**src/rtl/matrix_pkg.sv**
```systemverilog
// Shared definitions for the LED matrix column scanner and the row/pattern
// logic that follows it.
//   scan_state_t : scanner FSM states
//   half_cols()  : number of slots in a mirrored frame, ceil(cols/2)
package matrix_pkg;

  typedef enum logic [1:0] {
    ST_IDLE  = 2'd0,
    ST_DRIVE = 2'd1,
    ST_BLANK = 2'd2
  } scan_state_t;

  function automatic int half_cols(input int cols);
    return (cols + 1) / 2;
  endfunction

endpackage

```
**src/rtl/matrix_column_scanner_if.sv**
```systemverilog
// Column scanner bus: controls in, registered column drive and status out.
//   enable, mirror          : from controller (master) to scanner (slave)
//   col, col_index          : active column mask and slot number
//   frame_start, blanking   : slot-0 pulse and blank-gap flag
interface matrix_column_scanner_if #(
  parameter int COLS = 5
);
  localparam int IW = $clog2(COLS);

  logic            enable;
  logic            mirror;
  logic [COLS-1:0] col;
  logic [IW-1:0]   col_index;
  logic            frame_start;
  logic            blanking;

  modport master (
    output enable, mirror,
    input  col, col_index, frame_start, blanking
  );

  modport slave (
    input  enable, mirror,
    output col, col_index, frame_start, blanking
  );
endinterface

```
**src/rtl/matrix_column_scanner_column_mask_decoder.sv**
```systemverilog
// Combinational slot-to-column decoder.
//   slot   : slot number; slot s drives column COLS-1-s
//   mirror : when high, slot s also drives column s
//   mask   : COLS-bit active-high column mask
module column_mask_decoder #(
  parameter int COLS = 5
) (
  input  logic [$clog2(COLS)-1:0] slot,
  input  logic                    mirror,
  output logic [COLS-1:0]         mask
);

  always_comb begin
    mask = '0;
    for (int i = 0; i < COLS; i++) begin
      if (i == COLS - 1 - int'(slot)) mask[i] = 1'b1;
      if (mirror && (i == int'(slot))) mask[i] = 1'b1;
    end
  end

endmodule

```
**src/rtl/matrix_column_scanner.sv**
```systemverilog
// Parametrised LED matrix column scanner with mirror mode, per-slot dwell
// and an optional blanking gap between slots.
//   clock : system clock, rising edge
//   reset : asynchronous, active-low
//   bus   : scanner bus (slave side) - enable/mirror in, col/col_index/
//           frame_start/blanking out, all outputs registered
//
// state    | meaning
// ---------+-----------------------------------------------
// ST_IDLE  | scan stopped, columns off
// ST_DRIVE | current slot's mask driven for DWELL cycles
// ST_BLANK | all columns off for BLANK cycles after a slot
module matrix_column_scanner
  import matrix_pkg::*;
#(
  parameter int COLS  = 5,
  parameter int DWELL = 1,
  parameter int BLANK = 0
) (
  input  logic              clock,
  input  logic              reset,
  matrix_column_scanner_if.slave bus
);

  localparam int SW      = $clog2(COLS);
  localparam int CNT_RAW = (DWELL > BLANK) ? DWELL : BLANK;
  localparam int CW      = $clog2((CNT_RAW > 2) ? CNT_RAW : 2);

  localparam logic [CW-1:0] DWELL_TC  = CW'(DWELL - 1);
  localparam logic [CW-1:0] BLANK_TC  = CW'((BLANK > 0) ? BLANK - 1 : 0);
  localparam logic [SW-1:0] LAST_FULL = SW'(COLS - 1);
  localparam logic [SW-1:0] LAST_HALF = SW'(half_cols(COLS) - 1);

  scan_state_t      state_q, state_d;
  logic [SW-1:0]    slot_q, slot_d;
  logic [CW-1:0]    cnt_q, cnt_d;
  logic             mir_q, mir_d;
  logic             drive_d, fs_d, blank_d, advance;
  logic [SW-1:0]    last_slot;
  logic [COLS-1:0]  mask_d;

  // Mask is decoded from the next slot/mirror so col lines up with col_index.
  column_mask_decoder #(.COLS(COLS)) u_mask_dec (
    .slot   (slot_d),
    .mirror (mir_d),
    .mask   (mask_d)
  );

  assign last_slot = mir_q ? LAST_HALF : LAST_FULL;

  always_ff @(posedge clock or negedge reset) begin
    if (!reset) begin
      state_q <= ST_IDLE;
      slot_q  <= '0;
      cnt_q   <= '0;
      mir_q   <= 1'b0;
    end else begin
      state_q <= state_d;
      slot_q  <= slot_d;
      cnt_q   <= cnt_d;
      mir_q   <= mir_d;
    end
  end

  always_comb begin
    state_d = state_q;
    slot_d  = slot_q;
    cnt_d   = cnt_q;
    mir_d   = mir_q;
    drive_d = 1'b0;
    fs_d    = 1'b0;
    blank_d = 1'b0;
    advance = 1'b0;

    if (!bus.enable) begin
      state_d = ST_IDLE;
      slot_d  = '0;
      cnt_d   = '0;
    end else begin
      case (state_q)
        ST_IDLE: begin
          state_d = ST_DRIVE;
          slot_d  = '0;
          cnt_d   = '0;
          mir_d   = bus.mirror;
          drive_d = 1'b1;
          fs_d    = 1'b1;
        end
        ST_DRIVE: begin
          if (cnt_q == DWELL_TC) begin
            if (BLANK > 0) begin
              state_d = ST_BLANK;
              cnt_d   = '0;
              blank_d = 1'b1;
            end else begin
              advance = 1'b1;
            end
          end else begin
            cnt_d   = cnt_q + 1'b1;
            drive_d = 1'b1;
          end
        end
        ST_BLANK: begin
          if (cnt_q == BLANK_TC) begin
            advance = 1'b1;
          end else begin
            cnt_d   = cnt_q + 1'b1;
            blank_d = 1'b1;
          end
        end
        default: begin
          state_d = ST_IDLE;
          slot_d  = '0;
          cnt_d   = '0;
        end
      endcase

      // End of a slot's last cycle: step to the next slot, or wrap and
      // re-latch mirror so a mid-frame change only takes effect here.
      if (advance) begin
        state_d = ST_DRIVE;
        cnt_d   = '0;
        drive_d = 1'b1;
        if (slot_q == last_slot) begin
          slot_d = '0;
          mir_d  = bus.mirror;
          fs_d   = 1'b1;
        end else begin
          slot_d = slot_q + 1'b1;
        end
      end
    end
  end

  always_ff @(posedge clock or negedge reset) begin
    if (!reset) begin
      bus.col         <= '0;
      bus.col_index   <= '0;
      bus.frame_start <= 1'b0;
      bus.blanking    <= 1'b0;
    end else begin
      bus.col         <= drive_d ? mask_d : '0;
      bus.col_index   <= slot_d;
      bus.frame_start <= fs_d;
      bus.blanking    <= blank_d;
    end
  end

endmodule

```
**src/flat_wrapper.sv**
```systemverilog
// flat-port wrapper written by rule: the top's interface ports become plain ports
module matrix_column_scanner_flat import matrix_pkg::*;
#(
  parameter int COLS  = 5,
  parameter int DWELL = 1,
  parameter int BLANK = 0
)
  (clock, reset, bus_enable, bus_mirror, bus_col, bus_col_index, bus_frame_start, bus_blanking);
  matrix_column_scanner_if #(.COLS(COLS)) bus_i ();
  input  logic clock;
  input  logic reset;
  input wire logic [$bits(bus_i.enable)-1:0] bus_enable;
  input wire logic [$bits(bus_i.mirror)-1:0] bus_mirror;
  output wire logic [$bits(bus_i.col)-1:0] bus_col;
  output wire logic [$bits(bus_i.col_index)-1:0] bus_col_index;
  output wire logic [$bits(bus_i.frame_start)-1:0] bus_frame_start;
  output wire logic [$bits(bus_i.blanking)-1:0] bus_blanking;
  assign bus_i.enable = bus_enable;
  assign bus_i.mirror = bus_mirror;
  assign bus_col = bus_i.col;
  assign bus_col_index = bus_i.col_index;
  assign bus_frame_start = bus_i.frame_start;
  assign bus_blanking = bus_i.blanking;
  matrix_column_scanner #(.COLS(COLS), .DWELL(DWELL), .BLANK(BLANK)) u_core (.clock(clock), .reset(reset), .bus(bus_i));
endmodule
```
**config.mk**
```make
export PLATFORM = sky130hd
export DESIGN_NAME = matrix_column_scanner_flat
export DESIGN_NICKNAME = d
export VERILOG_FILES = /design/src/rtl/matrix_pkg.sv /design/src/rtl/matrix_column_scanner_if.sv /design/src/rtl/matrix_column_scanner_column_mask_decoder.sv /design/src/rtl/matrix_column_scanner.sv /design/src/flat_wrapper.sv
export SDC_FILE = /design/constraint.sdc
export NUM_CORES = 1
export LEC_CHECK = 0
export ABC_AREA = 1
export BUFFER_PORTS_ARGS = -buffer_cell sky130_fd_sc_hd__buf_2
export CAP_MARGIN = 0
export CORE_MARGIN = 5
export CORE_UTILIZATION = 30
export DETAILED_ROUTE_END_ITERATION = 12
export PLACE_DENSITY = 0.55
export SLEW_MARGIN = 10
export SYNTH_ARGS = -nofsm -noshare
export SYNTH_HDL_FRONTEND = slang
export SYNTH_SLANG_ARGS = --single-unit
export TNS_END_PERCENT = 30
```
**constraint.sdc**
```tcl
create_clock -name clock -period 3.5 [get_ports clock]
set_clock_uncertainty 0.1 [all_clocks]
set_input_delay 0.35 -clock clock [delete_from_list [all_inputs] [get_ports clock]]
set_output_delay 0.35 -clock clock [all_outputs]
set_load 0.005 [all_outputs]
```
==> run metrics, run 1 <==
Layout area overhead=20.5%; setup tns final=0 ns; routed wire length=1100 um; Final Cycle Share=0.557; routed len/inst=10.5 um; H-tree depth=1; outcome=complete, no violations; Pwr Total=0.269 mW; gr usage total=0.0950; Clk Latency, worst-skew pair=0.27 ns; IO Pins=14; Startpoint Class=register; pin count of the biggest net entering global routing=12; core area=1760 um^2; TritonRoute pass-1 iters=2; hpwl dp=838 um; Synth Area per Inst=8.88 um^2; CP max FO=5; fmax=0.513 GHz; Final Hold Vio Count=0; placed cell area=648 um^2; placed insts=99; data arrival time of the critical path=2.05 ns; WHS=0.158 ns; Root Driver=clkbuf_4; row cnt=15; Slew Viols, Final=0; Worst VDD drop=0.113 mV; setup ws final=1.55 ns; CTS tree=done; initial antenna violation count=0; die area=2860 um^2; Die Y=53.5 um; gr ovfl total=0; CP Data Required Time=3.60 ns; Cells after Synth=64; initial core utilization=0.322; DRT iter0 DRCs=4; post-synthesis sequential area ratio=0.485; Synth top area share=0.485; pre-CTS WS=1.58 ns; crit path kind=register to register; Max-cap violations=0; Worst path slowest cell=dfrtp_1; met1 usage=0.0954; Tmin final=1.95 ns; Cell Pwr Density=393 nW/um^2; crit path capture type=register; port bufs=12; Final setup viols=0; CP Cell Sequence=ha_1, nand2_1, inv_1, o21ai_1, ha_1, inv_1, nand2_1, a21oi_1; count of different cell masters after synthesis=19; RSZ-0062 raised after global routing=false; CTS clock-pin slew for the worst setup and hold paths=0.07 ns; vias=459; Worst path max stage delay=0.42 ns; DRT antenna net count=0; met3 Resource Use GR=0.0197; GPL Wtd Cong=0.732; Most Crowded Layer GR=met2; clock tree buffer depth=2; clk sink count=11; Mapped Area=568 um^2; Syn. warnings=0; Synth area leader=dfrtp_1; Synth area leaders=dfrtp_1 48%, inv_1 7.9%, nand3_1 7.0%, ha_1 6.6%, nand2_2 4.4%; diode count=0; proportion of layout cells with a drive suffix above 1=0.316; met2 usage=0.143; Hold Crit Class=input pin to register; first-pass GRT wire length=1790 um; Final Non-Filler Cells=104; chip width=53.5 um; cell area after layout=684 um^2; #FFs+latches synth=11; static leakage=0.372 nW; vias in the first global route=418; Nets=87; syn nets=71; residual DRC count=0; vias per cell=4.41; Final Util=0.388; Num CTS Buffers=3
-- area by class of cell --
type | count | area (um^2)
Multi-Input combinational cell | 37 | 229
Fill cell | 207 | 1080
Inverter | 14 | 52.6
Tap cell | 25 | 31.3
Timing Repair Buffer | 13 | 70.1
Clock buffer | 4 | 26.3
Sequential cell | 11 | 275
-- where the power goes --
part / total, mW / switching, mW / internal (mW)
Clock: 0.0889 / 0.0447 / 0.0442
Sequential: 0.138 / 0.00348 / 0.135
Combinational: 0.0418 / 0.0262 / 0.0156
Total: 0.269 / 0.0744 / 0.195
-- timing repair --
action	4_1_cts	5_1_grt
buffers inserted	0	0
hold buffers	1	0
gates resized for setup	0	0
endpoints found under the setup margin	0	0
endpoints found under the hold margin	11	0
-- cell usage after synthesis --
| master | number |
|---|---|
| a21oi_1 | 2 |
| xnor2_1 | 1 |
| inv_1 | 12 |
| nand3_1 | 8 |
| nor2_4 | 1 |
| a21boi_1 | 1 |
| conb_1 | 1 |
| nand4_1 | 3 |
| nor2_2 | 2 |
| nand2_4 | 1 |
| o21ai_1 | 4 |
| nor2_1 | 1 |
| ha_1 | 3 |
| nand2_1 | 5 |
| inv_2 | 2 |
| dfrtp_1 | 11 |
| nand2_2 | 4 |
| buf_4 | 1 |
| clkbuf_1 | 1 |
-- state kept, by name, summed over array words and instances, names as in the netlist --
register                count
u_core.bus.col              5
u_core.bus.frame_start      1
u_core.mir_q                1
u_core.slot_q               3
u_core.state_q              1
-- critical path, delay by kind of cell (launching register included) --
kind | cells | cell delay, ns
DFF | 1 | 0.42
and+or+nand+nor | 2 | 0.15
AOI/OAI and AO/OA | 2 | 0.40
adders and majority gates | 2 | 0.66
buffers and inverters | 2 | 0.14
-- cell families after synthesis --
| group | count (synthesis) | share of synthesized area |
|---|---|---|
| xor gates and xnor gates | 1 | 0.0154 |
| other | 1 | 0.00660 |
| adders and majority gates | 3 | 0.0661 |
| buffers and inverters | 16 | 0.112 |
| and+or+nand+nor | 25 | 0.249 |
| DFF | 11 | 0.485 |
| AOI/OAI and AO/OA | 7 | 0.0661 |
-- layout by cell type (no fill, tap or decap), types with 2 or more instances in the layout --
cell,netlist,final
a21oi_1,2,2
nand4_1,3,3
dfrtp_1,11,11
inv_1,12,12
nand2_2,4,4
nand3_1,8,8
buf_2,0,12
nand2_1,5,5
nor2_2,2,2
clkbuf_4,0,3
inv_2,2,2
o21ai_1,4,4
ha_1,3,3
-- worst paths after layout --
path | from | endpoint | slack [ns] | cells past startpoint
setup / recovery | u_core.slot_q[0]$_DFF_PN0_ | u_core.bus.col[4]$_DFF_PN0_ | 1.55 | 8
hold / removal | bus_enable | u_core.state_q[0]$_DFFE_PN0P_ | 0.16 | 1
setup reg to reg | u_core.slot_q[0]$_DFF_PN0_ | u_core.bus.col[4]$_DFF_PN0_ | 1.55 | 8
hold reg to reg | u_core.state_q[0]$_DFFE_PN0P_ | u_core.slot_q[0]$_DFF_PN0_ | 0.51 | 2
max in group asynchronous | reset | u_core.bus.col[2]$_DFF_PN0_ | 2.74 | 2
min in group asynchronous | reset | u_core.slot_q[2]$_DFF_PN0_ | 0.37 | 2
-- routing by layer --
layer | wire, um | share of wire | vias up
met5 | 0 | 0 | -
met4 | 61 | 0.056 | 0
met3 | 65 | 0.059 | 5
met2 | 541 | 0.49 | 12
met1 | 428 | 0.39 | 212
li1 | - | - | 230
(Power assumes the default switching activity.)
==> run 2, diff against run 1 <==
--- a/config.mk
+++ b/config.mk
@@ -11,7 +11,7 @@
 export CORE_MARGIN = 5
 export CORE_UTILIZATION = 30
 export DETAILED_ROUTE_END_ITERATION = 12
-export PLACE_DENSITY = 0.55
+export PLACE_DENSITY = 0.57
 export SLEW_MARGIN = 10
 export SYNTH_ARGS = -nofsm -noshare
 export SYNTH_HDL_FRONTEND = slang
==> constraint.sdc (replaced) <==
create_clock -name clock -period 1.6 [get_ports clock]
set_clock_uncertainty 0.1 [all_clocks]
set_input_delay 0.16 -clock clock [delete_from_list [all_inputs] [get_ports clock]]
set_output_delay 0.16 -clock clock [all_outputs]
set_load 0.005 [all_outputs]
==> run metrics, run 2 (same netlist as run 1, synthesis figures left out) <==
Final setup viols=4 (+4); chip width=53.5 um (unchanged); reg2reg setup slack=-0.04 ns (-1.59 ns); CP Cell Sequence=ha_4, xnor2_1, nor2_1, nand2_2, ha_4, nand4_1, o21ai_1; Worst path max stage delay=0.44 ns (+0.02 ns); internal power=0.447 mW (+130%); CP max FO=5 (unchanged); Final Non-Filler Cells=113 (+8.7%); core area=1760 um^2 (unchanged); Final Util=0.462 (+0.0745); worst reg2reg path startpoint=u_core.slot_q[1]$_DFF_PN0_; failing checks=negative setup slack; residual DRC count=0 (unchanged); Crit path max-delay family=adder cells; TritonRoute pass-1 iters=4 (+2); RSZ-0062 raised after global routing=true; placed cell area=731 um^2 (+13%); fillers=192 (-7.2%); vias per cell=4.33 (-1.9%); vias=489 (+6.5%); CTS tree=done; DRT antenna net count=0 (unchanged); Regs by FF count=u_core.bus.col: 5 flops, u_core.slot_q: 3 flops; hpwl dp=921 um (+9.9%); setup tns final=-0.0583 ns (-0.0583 ns); Max-cap violations=0 (unchanged); worst hold stages=3 (+2); r2r endpoint=u_core.bus.col[2]$_DFF_PN0_; row cnt=15 (unchanged); Clk pwr share=0.299 (-0.031); Net Sw Power=0.164 mW (+120%); IO Pins=14 (unchanged); Worst Hold End=u_core.bus.frame_start$_DFF_PN0_; port bufs=12 (unchanged); first-pass GRT wire length=1930 um (+7.3%); Nets=96 (+10%); Cell Pwr Density=750 nW/um^2 (+91%); cell area after layout=816 um^2 (+19%); CP Data Required Time=1.68 ns (-1.92 ns); Final Cycle Share=1.02 (+0.466); Root Driver=clkbuf_4; CTS clock-pin slew for the worst setup and hold paths=0.07 ns (about the same); hold wc startpoint=bus_enable; crit path capture type=register; outcome=finished, violations left; area of the multi-input gates=285 um^2 (+25%); Clk Latency, worst-skew pair=0.26 ns (about the same); Biggest register=u_core.bus.col; vias in the first global route=482 (+15%); GPL Wtd Cong=0.715 (-2.3%); placed insts=106 (+7.1%); Comb power frac=0.205 (+0.050); Die Y=53.5 um (unchanged); crit path kind=register to register; gr usage total=0.0949 (-0.000111); data arrival time of the critical path=1.72 ns (-0.33 ns); gr ovfl total=0 (unchanged); clk sink count=11 (unchanged); routed wire length=1190 um (+8.9%); Tmin final=1.64 ns (-0.312 ns); CP bufs+invs=0 (-2); Slew Viols, Final=0 (unchanged); fmax=0.611 GHz (+19%); most used cell, CP=ha_4; Layout area overhead=43.6%; initial antenna violation count=0 (unchanged); Switching Fraction=0.269 (-0.00793); Final Hold Vio Count=0 (unchanged); Num CTS Buffers=3 (unchanged); clock tree buffer depth=2 (unchanged); initial core utilization=0.322 (unchanged); max FFs per register=5 (unchanged); die area=2860 um^2 (unchanged); Hold Crit Class=input pin to register; Worst path slowest cell=dfrtp_2; commonest non-fill, non-tap cell in the layout=buf_2; sequential power share=0.496 (-0.018); commonest cells after routing, fill and taps aside=12 x buf_2, 10 x inv_1, 10 x dfrtp_1, 8 x nand3_1, 7 x buf_4; routed len/inst=10.6 um (+0.26%); Startpoint Class=register; reg2reg path depth=7 (-1); pin count of the biggest net entering global routing=12 (unchanged); Worst VDD drop=0.305 mV (+170%); static leakage=0.420 nW (+13%); setup ws final=-0.0362 ns (-1.59 ns); diode count=0 (unchanged); Seq. cell area=277 um^2 (+0.45%); H-tree depth=1 (unchanged); proportion of layout cells with a drive suffix above 1=0.489 (+0.172); DRT iter0 DRCs=8 (+4)
## run 2: cell types whose count changed in the layout (fill, tap and decap cells not counted), moves of 2 or more
cell	change
buf_4	+7
ha_1	-2
ha_4	+2
inv_1	-2
inv_2	+2
nand2_1	-2
nand2_2	+2
## run 2: how the worst max path moves through the flow
stage	start	end	depth (start not counted)
2_1_floorplan	u_core.slot_q[1]$_DFF_PN0_	u_core.bus.col[4]$_DFF_PN0_	8
3_3_place_gp	u_core.slot_q[1]$_DFF_PN0_	u_core.bus.col[1]$_DFF_PN0_	7
3_5_place_dp	u_core.slot_q[1]$_DFF_PN0_	u_core.bus.col[2]$_DFF_PN0_	7
4_1_cts	u_core.slot_q[1]$_DFF_PN0_	u_core.bus.col[2]$_DFF_PN0_	7
5_1_grt	u_core.slot_q[1]$_DFF_PN0_	u_core.bus.col[3]$_DFF_PN0_	7
6_report	u_core.slot_q[1]$_DFF_PN0_	u_core.bus.col[2]$_DFF_PN0_	7
## run 2: layer usage
| metal | wire length (um) | share of wire | vias up | global-route usage |
|---|---|---|---|---|
| met5 | 0 | 0 | - | 0 |
| met2 | 658 | 0.55 | 10 | 0.173 |
| met4 | 0 | 0 | 0 | 0.0638 |
| li1 | - | - | 247 | - |
| met1 | 472 | 0.40 | 232 | 0.0968 |
| met3 | 64 | 0.054 | 0 | 0.0169 |
## run 2: cell type report
type                    instances  share of cell area
well taps                      25              0.0383
inverters                      14              0.0644
repair buffers                 22               0.176
multi-input cells              37               0.350
flip-flops and latches         11               0.339
clock buffers                   4              0.0322
## run 2: power by group through the flow
stage	Sequential [mW]	Clock [mW]	Combinational, mW
6_report	0.303	0.183	0.125
5_1_grt	0.305	0.215	0.141
4_1_cts	0.302	0.193	0.121
3_5_place_dp	0.308	0	0.117
3_3_place_gp	0.308	0	0.115
2_1_floorplan	0.310	0	0.0671
## run 2: worst min-delay path, stage by stage
cell and delay, ns:
buf_2 0.14, nand2_2 0.08, inv_1 0.04
## run 2: through the flow
stage | power [mW] | worst slack [ns] | hold WS, ns
6_report | 0.612 | -0.0362 | 0.0939
5_1_grt | 0.661 | -0.0775 | 0.0822
4_1_cts | 0.616 | -0.0565 | 0.0895
3_5_place_dp | 0.424 | -0.0766 | -0.0577
3_3_place_gp | 0.423 | -0.0432 | -0.0602
2_1_floorplan | 0.377 | -0.0272 | -0.236
## run 2: timing repair
item | in CTS | in global routing
pin swaps | 2 | 8
buffers inserted | 0 | 1
setup endpoints to repair | 5 | 5
gates resized for setup | 0 | 7
hold endpoints to repair | 12 | 0
hold buffers | 2 | 0
==> run 3, diff against run 2 <==
--- a/config.mk
+++ b/config.mk
@@ -11,7 +11,8 @@
 export CORE_MARGIN = 5
 export CORE_UTILIZATION = 30
 export DETAILED_ROUTE_END_ITERATION = 12
-export PLACE_DENSITY = 0.57
+export GPL_ROUTABILITY_DRIVEN = 0
+export PLACE_DENSITY = 0.55
 export SLEW_MARGIN = 10
 export SYNTH_ARGS = -nofsm -noshare
 export SYNTH_HDL_FRONTEND = slang
==> constraint.sdc (replaced) <==
create_clock -name clock -period 1.97 [get_ports clock]
set_clock_uncertainty 0.1 [all_clocks]
set_input_delay 0.197 -clock clock [delete_from_list [all_inputs] [get_ports clock]]
set_output_delay 0.197 -clock clock [all_outputs]
set_load 0.005 [all_outputs]
==> run metrics, run 3 (same netlist as run 1, synthesis figures left out) <==
outcome=complete, no violations; gr usage total=0.0903 (-0.00461); Slew Viols, Final=0 (unchanged); Biggest register=u_core.bus.col; CP Data Required Time=2.06 ns (+0.38 ns); setup tns final=0 ns (+0.0583 ns); fmax=0.553 GHz (-9.5%); Startpoint Class=register; Root Driver=clkbuf_4; PostCTS Resize Cnt=0 (unchanged); Hold Crit Class=input pin to async pin; crit path capture type=register; Max-cap violations=0 (unchanged); Final Util=0.406 (-0.0560); Layout area overhead=26.2%; initial core utilization=0.322 (unchanged); Die Y=53.5 um (unchanged); row cnt=15 (unchanged); CP Launch Point=u_core.slot_q[0]$_DFF_PN0_; TritonRoute pass-1 iters=2 (-2); clock tree buffer depth=2 (unchanged); Final setup viols=0 (-4); Nets=91 (-5.2%); Worst path max stage delay=0.42 ns (-0.02 ns); CTS clock-pin slew for the worst setup and hold paths=0.07 ns (about the same); diode count=0 (unchanged); proportion of layout cells with a drive suffix above 1=0.337 (-0.151); die area=2860 um^2 (unchanged); worst reg2reg path startpoint=u_core.slot_q[0]$_DFF_PN0_; max FFs per register=5 (unchanged); hpwl dp=831 um (-9.8%); fillers=202 (+5.2%); residual DRC count=0 (unchanged); Seq. cell area=275 um^2 (-0.45%); Worst VDD drop=0.185 mV (-39%); CP Cell Sequence=ha_1, nand2_1, inv_1, o21ai_1, ha_1, inv_1, nand2_1, a21oi_1; DRT iter0 DRCs=2 (-6); area of the multi-input gates=229 um^2 (-20%); gr ovfl total=0 (unchanged); port bufs=12 (unchanged); Clk Latency, worst-skew pair=0.26 ns (about the same); reg2reg setup slack=0.16 ns (+0.20 ns); RSZ-0062 raised after global routing=false; pin count of the biggest net entering global routing=12 (unchanged); data arrival time of the critical path=1.90 ns (+0.18 ns); vias=461 (-5.7%); Regs by FF count=u_core.bus.col: 5 flops, u_core.slot_q: 3 flops; commonest cells after routing, fill and taps aside=12 x inv_1, 12 x buf_2, 11 x dfrtp_1, 8 x nand3_1, 5 x nand2_1; static leakage=0.391 nW (-6.7%); vias in the first global route=436 (-9.5%); core area=1760 um^2 (unchanged); clk sink count=11 (unchanged); H-tree depth=1 (unchanged); CTS tree=done; CP max FO=5 (unchanged); Tmin final=1.81 ns (+0.173 ns); routed len/inst=10.1 um (-4.8%); r2r endpoint=u_core.bus.col[4]$_DFF_PN0_; Worst path slowest cell=dfrtp_1; Final Cycle Share=0.918 (-0.104); IO Pins=14 (unchanged); initial antenna violation count=0 (unchanged); routed wire length=1090 um (-9.0%); Final Non-Filler Cells=108 (-4.4%); first-pass GRT wire length=1760 um (-8.6%); reg2reg path depth=8 (+1); vias per cell=4.27 (-1.4%); placed insts=100 (-5.7%); crit path kind=register to register; chip width=53.5 um (unchanged); Final Hold Vio Count=0 (unchanged); Num CTS Buffers=3 (unchanged); Cell Pwr Density=665 nW/um^2 (-11%); DRT antenna net count=0 (unchanged)
run 3: changes by cell type in the layout (fill, tap and decap cells not counted), sizes merged:
cell,before,now
buf,20,15
run 3: worst max path at each step:
stage,to,cells after the start
after floorplan,u_core.bus.col[4]$_DFF_PN0_,8
after global placement,u_core.bus.col[4]$_DFF_PN0_,8
after detailed placement,u_core.bus.col[1]$_DFF_PN0_,7
after CTS,u_core.bus.col[4]$_DFF_PN0_,8
after global routing,u_core.bus.col[4]$_DFF_PN0_,8
final,u_core.bus.col[4]$_DFF_PN0_,8
run 3: report_power, final:
| group | internal [mW] | switching, mW | leakage [nW] |
|---|---|---|---|
| combinational | 0.0337 | 0.0476 | 0.234 |
| clock | 0.0782 | 0.0717 | 0.0150 |
| sequential | 0.240 | 0.00607 | 0.143 |
| total | 0.351 | 0.125 | 0.391 |
run 3: routing by layer:
layer,vias up,GRT usage,share of wire,wire [um]
met5,-,0,0,0
met4,0,0.102,0.024,26
met3,2,0.0169,0.027,29
met2,9,0.139,0.50,545
met1,213,0.0969,0.45,484
li1,237,-,-,-
run 3: through the flow:
step	hold slack (ns)	cell area, um^2	setup WS (ns)	power [mW]
4_1_cts	0.00511	692	0.150	0.482
3_3_place_gp	-0.0235	656	0.194	0.325
6_report	0.228	717	0.161	0.477
5_1_grt	0.242	717	0.0141	0.512
3_5_place_dp	-0.0235	656	0.185	0.326
2_1_floorplan	-0.199	568	0.164	0.298
run 3: area by class of cell:
cell class / count / area share
sequential: 11 / 0.384
clock buffer: 4 / 0.0366
timing repair buffer: 17 / 0.143
multi-input combinational: 37 / 0.319
tap: 25 / 0.0436
inverter: 14 / 0.0733
run 3: worst max-delay path, delay by kind of cell (launching register included):
| kind | cells | cell delay, ns |
|---|---|---|
| adders and majority gates | 2 | 0.63 |
| DFF | 1 | 0.42 |
| AOI/OAI and AO/OA | 2 | 0.30 |
| and+or+nand+nor | 2 | 0.15 |
| buffers and inverters | 2 | 0.15 |
run 3: what timing repair did:
item	in CTS	in global routing
hold buffers	1	1
endpoints found under the hold margin	11	1
buffers inserted	0	2
setup endpoints to repair	0	1
